`src/rtl/seq_player_if.sv`:
```
// rtl/seq_player_if.sv - playback request/response and LED output bundle for seq_player
interface seq_player_if #(
    parameter int N  = 64,
    parameter int N1 = 4
);
    logic          start_i;
    logic          stop_i;
    logic [N-1:0]  seq_i;
    logic [4:0]    len_i;
    logic [N1-1:0] led_o;
    logic [3:0]    idx_o;
    logic          busy_o;
    logic          done_o;

    modport master (
        output start_i, stop_i, seq_i, len_i,
        input  led_o, idx_o, busy_o, done_o
    );

    modport slave (
        input  start_i, stop_i, seq_i, len_i,
        output led_o, idx_o, busy_o, done_o
    );
endinterface

```
`src/rtl/seq_player.sv`:
```
// rtl/seq_player.sv - plays the first len entries of a captured sequence word on the LEDs
module seq_player #(
    parameter int N       = 64,
    parameter int N1      = 4,
    parameter int ON_CYC  = 4,
    parameter int OFF_CYC = 2
) (
    input  logic          clk_i,
    input  logic          r_n_i,
    seq_player_if.slave   bus
);
    localparam int TMAX = (ON_CYC > OFF_CYC) ? ON_CYC : OFF_CYC;
    localparam int TW   = (TMAX > 1) ? $clog2(TMAX) : 1;

    typedef enum logic [1:0] {
        ST_IDLE,
        ST_ON,
        ST_OFF,
        ST_DONE
    } state_t;

    state_t        state_q, state_d;
    logic [TW-1:0] timer_q, timer_d;
    logic [3:0]    idx_q, idx_d;
    logic [4:0]    len_q, len_d;
    logic [N-1:0]  shadow_q, shadow_d;
    logic [N1-1:0] led_q, led_d;
    logic          busy_q, busy_d;
    logic          done_q, done_d;
    logic [4:0]    len_clamped;
    logic [N-1:0]  entry_word;

    assign len_clamped = (bus.len_i > 5'd16) ? 5'd16 : bus.len_i;

    always_ff @(posedge clk_i or negedge r_n_i) begin
        if (!r_n_i) begin
            state_q  <= ST_IDLE;
            timer_q  <= '0;
            idx_q    <= '0;
            len_q    <= '0;
            shadow_q <= '0;
            led_q    <= '0;
            busy_q   <= 1'b0;
            done_q   <= 1'b0;
        end else begin
            state_q  <= state_d;
            timer_q  <= timer_d;
            idx_q    <= idx_d;
            len_q    <= len_d;
            shadow_q <= shadow_d;
            led_q    <= led_d;
            busy_q   <= busy_d;
            done_q   <= done_d;
        end
    end

    always_comb begin
        state_d    = state_q;
        timer_d    = timer_q;
        idx_d      = idx_q;
        len_d      = len_q;
        shadow_d   = shadow_q;
        led_d      = '0;
        busy_d     = 1'b0;
        done_d     = 1'b0;
        entry_word = '0;

        case (state_q)
            ST_IDLE: begin
                if (bus.start_i) begin
                    shadow_d = bus.seq_i;
                    len_d    = len_clamped;
                    idx_d    = '0;
                    timer_d  = '0;
                    state_d  = (len_clamped == 5'd0) ? ST_DONE : ST_ON;
                end
            end
            ST_ON: begin
                if (timer_q == TW'(ON_CYC - 1)) begin
                    timer_d = '0;
                    state_d = ST_OFF;
                end else begin
                    timer_d = timer_q + 1'b1;
                end
            end
            ST_OFF: begin
                if (timer_q == TW'(OFF_CYC - 1)) begin
                    timer_d = '0;
                    // 5-bit compare so len=16 finishes on idx 15 without wrapping
                    if ({1'b0, idx_q} == len_q - 5'd1) begin
                        idx_d   = '0;
                        state_d = ST_DONE;
                    end else begin
                        idx_d   = idx_q + 1'b1;
                        state_d = ST_ON;
                    end
                end else begin
                    timer_d = timer_q + 1'b1;
                end
            end
            ST_DONE: begin
                idx_d   = '0;
                state_d = ST_IDLE;
            end
            default: state_d = ST_IDLE;
        endcase

        if (bus.stop_i) begin
            state_d = ST_IDLE;
            timer_d = '0;
            idx_d   = '0;
        end

        // Outputs are registered copies of what the next state presents
        entry_word = shadow_d << (N1 * idx_d);
        busy_d     = (state_d == ST_ON) || (state_d == ST_OFF);
        done_d     = (state_d == ST_DONE);
        if (state_d == ST_ON) begin
            led_d = entry_word[N-1 -: N1];
        end
    end

    assign bus.led_o  = led_q;
    assign bus.idx_o  = idx_q;
    assign bus.busy_o = busy_q;
    assign bus.done_o = done_q;
endmodule

```
`src/flat_wrapper.sv`:
```
// flat-port wrapper written by rule: the top's interface ports become plain ports
module seq_player_flat 
#(
    parameter int N       = 64,
    parameter int N1      = 4,
    parameter int ON_CYC  = 4,
    parameter int OFF_CYC = 2
)
  (clk_i, r_n_i, bus_start_i, bus_stop_i, bus_seq_i, bus_len_i, bus_led_o, bus_idx_o, bus_busy_o, bus_done_o);
  seq_player_if #(.N(N), .N1(N1)) bus_i ();
  input  logic clk_i;
  input  logic r_n_i;
  input wire logic [$bits(bus_i.start_i)-1:0] bus_start_i;
  input wire logic [$bits(bus_i.stop_i)-1:0] bus_stop_i;
  input wire logic [$bits(bus_i.seq_i)-1:0] bus_seq_i;
  input wire logic [$bits(bus_i.len_i)-1:0] bus_len_i;
  output wire logic [$bits(bus_i.led_o)-1:0] bus_led_o;
  output wire logic [$bits(bus_i.idx_o)-1:0] bus_idx_o;
  output wire logic [$bits(bus_i.busy_o)-1:0] bus_busy_o;
  output wire logic [$bits(bus_i.done_o)-1:0] bus_done_o;
  assign bus_i.start_i = bus_start_i;
  assign bus_i.stop_i = bus_stop_i;
  assign bus_i.seq_i = bus_seq_i;
  assign bus_i.len_i = bus_len_i;
  assign bus_led_o = bus_i.led_o;
  assign bus_idx_o = bus_i.idx_o;
  assign bus_busy_o = bus_i.busy_o;
  assign bus_done_o = bus_i.done_o;
  seq_player #(.N(N), .N1(N1), .ON_CYC(ON_CYC), .OFF_CYC(OFF_CYC)) u_core (.clk_i(clk_i), .r_n_i(r_n_i), .bus(bus_i));
endmodule
```
`config.mk`:
```
export PLATFORM = sky130hd
export DESIGN_NAME = seq_player_flat
export DESIGN_NICKNAME = d
export VERILOG_FILES = /design/src/rtl/seq_player_if.sv /design/src/rtl/seq_player.sv /design/src/flat_wrapper.sv
export SDC_FILE = /design/constraint.sdc
export NUM_CORES = 1
export LEC_CHECK = 0
export BUFFER_PORTS_ARGS = -buffer_cell sky130_fd_sc_hd__buf_2
export CELL_PAD_IN_SITES_DETAIL_PLACEMENT = 2
export CELL_PAD_IN_SITES_GLOBAL_PLACEMENT = 2
export CORE_MARGIN = 3
export CORE_UTILIZATION = 36
export DETAILED_ROUTE_END_ITERATION = 8
export PLACE_DENSITY = 0.86
export SYNTH_ARGS = -nofsm -noshare
export SYNTH_HDL_FRONTEND = slang
export SYNTH_SLANG_ARGS = --single-unit
```
`constraint.sdc`:
```
create_clock -name clk_i -period 3.45 [get_ports clk_i]
set_clock_uncertainty 0.1 [all_clocks]
set_input_delay 0.69 -clock clk_i [delete_from_list [all_inputs] [get_ports clk_i]]
set_output_delay 0.69 -clock clk_i [all_outputs]
set_load 0.02 [all_outputs]
```
==> flow_metrics.py <==
metrics = {
    "sta": {
        "fmax_ghz": 0.314,
        "fin_crit_ps": 3180,
        "fin_crit_sh": 0.923,
        "tns_ps": 0,
        "rsz0062_at_grt": "no",
        "hold_violations": 0,
        "worst_slack_ps": 267,
        "slew_headroom": 0.297,
        "slew_viol_final": 0,
        "setup_viol": 0,
        "worstMarginPinSlew_ps": 1050,
    },
    "cells_and_area": {
        "fin_area_sq_mm": 0.00507,
        "nNetsFinal": 535,
        "diodes": 0,
        "drive_above_1_share": 0.363,
        "syn_to_final_growth_pct": 19.7,
    },
    "drt": {
        "vias": 3240,
        "wl_per_cell_microns": 20.2,
        "drc_errors": 0,
        "drtIter0Drc": 110,
        "antenna_left": 0,
        "first_pass_iters": 4,
        "vias_per_cell": 5.43,
        "finalWirelength_mm": 12.0,
    },
    "global_routing": {
        "grt_pass1_wl_mm": 19.8,
        "grt_pass1_vias": 3627,
        "grt_overflow": 0,
        "grt_max_degree": 84,
        "grt_util_all_layers": 0.196,
        "antenna_found_initial": 0,
    },
    "flow_run": {
        "cap_violations": 0,
    },
    "floorplanning": {
        "chipWidth_microns": 115,
        "io_pins": 83,
        "rows": 38,
        "start_util": 0.379,
        "core_sq_mm": 0.0112,
        "die_area_sq_mm": 0.0131,
        "die_h_microns": 115,
    },
    "cts": {
        "clk_latency_ps": 350,
        "clockBufferDepth": 2,
        "ctsHtreeMaxLevel": 3,
        "postCtsSetupRepairBufs": 0,
        "cts_root_buffer": "clkbuf_16",
        "cts_buffers": 9,
        "cts.sinks": 83,
        "postCtsHoldBufs": 0,
        "cts_tree": "yes",
        "post_cts_resized": 0,
        "clk_pin_slew_ps": 60,
    },
    "logic_synthesis": {
        "ys_seq_elements": 83,
        "synth_seq_area_share": 0.490,
        "ys.warnings.count": 0,
        "synth-edff-count": 0,
        "syn_area_per_cell_sq_um": 11.4,
        "syn_area_sq_mm": 0.00424,
        "synthArstFlopShare": 1.00,
        "syn_nets": 454,
        "synth.distinct_cells": 52,
        "synth_ff_type": "dfrtp_1",
        "synth_cells": 371,
    },
    "placement": {
        "dp_worst_setup_slack_ps": 313,
        "hpwl_mm": 8.69,
        "placed_area_sq_mm": 0.00478,
        "numPortBuffers": 82,
        "gp_congestion": 0.799,
    },
    "worst_setup_path": {
        "start_kind": "flip-flop",
        "worstPathArrival_ps": 3320,
        "max_stage_delay_ps": 510,
        "worst_setup_path_end_kind": "flip-flop",
        "crit_type": "flip-flop to flip-flop",
        "crit_required_ps": 3590,
        "path_buf_inv": 1,
        "cp_top_family": "compound AO/OA/AOI/OAI gates",
        "path_cells": "inv_1 -> ha_1 -> xor2_1 -> nand3_1 -> a211o_1 -> a21oi_2 -> nand2_1 -> o31ai_1 -> and4bb_1",
        "worstPathMaxFanout": 12,
        "crit_slowest_cell": "a211o_1",
    },
    "power_and_ir_drop": {
        "p_sw_w": 0.00142,
        "sw_frac_of_total": 0.349,
        "ir_drop_uv": 513,
        "pwr-share-seq": 0.388,
        "power.internal_w": 0.00266,
        "leakagePower_nw": 2.45,
        "clkPwrFrac": 0.230,
        "combPwrFrac": 0.382,
        "cellPowerDensity_mw_per_mm2": 804,
    },
    "status": {
        "status": "completed",
    },
    "worst_hold_path": {
        "hp-class": "flip-flop to flip-flop",
    },
}
## cells in the final DEF (no fill, tap or decap), types with 6 or more instances in the layout
master	n
a2111oi_0	8
a211oi_1	11
buf_2	81
buf_4	8
clkbuf_16	9
dfrtp_1	83
ha_1	10
inv_1	31
mux2_2	49
mux2i_1	23
nand2_1	12
nor2_1	28
nor3_1	6
o211a_1	6
o21ai_0	19
## layer usage
layer | track usage | up-vias | wire length (microns)
met5 | 0 | - | 0
met4 | 0.0633 | 0 | 182
met3 | 0.0439 | 15 | 515
met2 | 0.332 | 73 | 6080
met1 | 0.249 | 1643 | 5250
li1 | - | 1509 | -
## worst paths after layout
path	endpoint	slack, ps	startpoint	cells past startpoint
min in group asynchronous	u_core.shadow_q[30]	440	r_n_i	1
hold / removal	u_core.shadow_q[32]	380	u_core.shadow_q[32]	2
max in group asynchronous	u_core.shadow_q[3]	2150	r_n_i	1
setup / recovery	u_core.bus.led_o[2]	270	u_core.len_q[0]	9
hold reg to reg	u_core.shadow_q[32]	380	u_core.shadow_q[32]	2
setup reg to reg	u_core.bus.led_o[2]	270	u_core.len_q[0]	9
## worst register-to-register path: cells and delay by family (launching register included)
| kind | cells | cell delay, ps |
|---|---|---|
| buffers and inverters | 1 | 60 |
| adders and majority gates | 1 | 310 |
| and+or+nand+nor | 3 | 540 |
| xor gates and xnor gates | 1 | 200 |
| DFF | 1 | 410 |
| AOI/OAI and AO/OA | 3 | 1460 |
## synth_stat cells, types with 3 or more instances
master / instances / area, sq um
inv_1: 31 / 116
xnor2_1: 3 / 26.3
a2111oi_0: 8 / 70.1
dfrtp_1: 83 / 2080
mux2_2: 49 / 552
nor2b_1: 4 / 25.0
nand2_1: 13 / 48.8
nor2_1: 28 / 105
buf_2: 7 / 35.0
o211a_1: 6 / 60.1
nand2b_1: 5 / 31.3
nor4_1: 3 / 18.8
a211oi_1: 11 / 82.6
clkbuf_1: 8 / 30.0
mux2i_1: 23 / 230
ha_1: 10 / 125
a221oi_1: 5 / 43.8
nor3_1: 6 / 30.0
o21ai_0: 19 / 95.1
## flip-flops by register name, indices dropped and copies added (netlist names)
| name | flops |
|---|---|
| u_core.bus.done_o | 1 |
| u_core.timer_q | 2 |
| u_core.state_q | 2 |
| u_core.shadow_q | 64 |
| u_core.len_q | 5 |
| u_core.bus.busy_o | 1 |
| u_core.bus.idx_o | 4 |
| u_core.bus.led_o | 4 |
## power by group through the flow
| stage | registers (W) | logic, W | clock network, W |
|---|---|---|---|
| after detailed placement | 0.00160 | 0.00156 | 0 |
| after floorplan | 0.00157 | 0.00111 | 0 |
| after global placement | 0.00157 | 0.00148 | 0 |
| after global routing | 0.00164 | 0.00174 | 0.00101 |
| final | 0.00158 | 0.00156 | 0.000937 |
| after CTS | 0.00159 | 0.00158 | 0.000966 |
## area by class of cell
type / instances / area [sq um]
Timing Repair Buffer: 89 / 465
Sequential cell: 83 / 2080
Clock buffer: 11 / 253
Tap cell: 140 / 175
Clock inverter: 5 / 36.3
Inverter: 33 / 124
Multi-Input combinational cell: 236 / 1940
Fill cell: 1172 / 6100
## metrics by stage
step / total power, W / hold WS [ps] / instances / utilization
after global placement: 0.00305 / 375 / 581 / 0.428
after floorplan: 0.00268 / 294 / 371 / -
after detailed placement: 0.00316 / 377 / 581 / 0.428
after global routing: 0.00439 / 414 / 597 / 0.454
after CTS: 0.00414 / 392 / 597 / 0.454
final: 0.00408 / 384 / 597 / 0.454
## kinds of logic after synthesis
group                    synth area share
adder cells (fa/ha/maj)            0.0295
AO/OA/AOI/OAI                       0.147
multiplexers                        0.184
AND/OR/NAND/NOR                    0.0850
flip-flops                          0.490
buffers and inverters              0.0534
XOR/XNOR                           0.0103
Power figures use the tool's default switching activity.
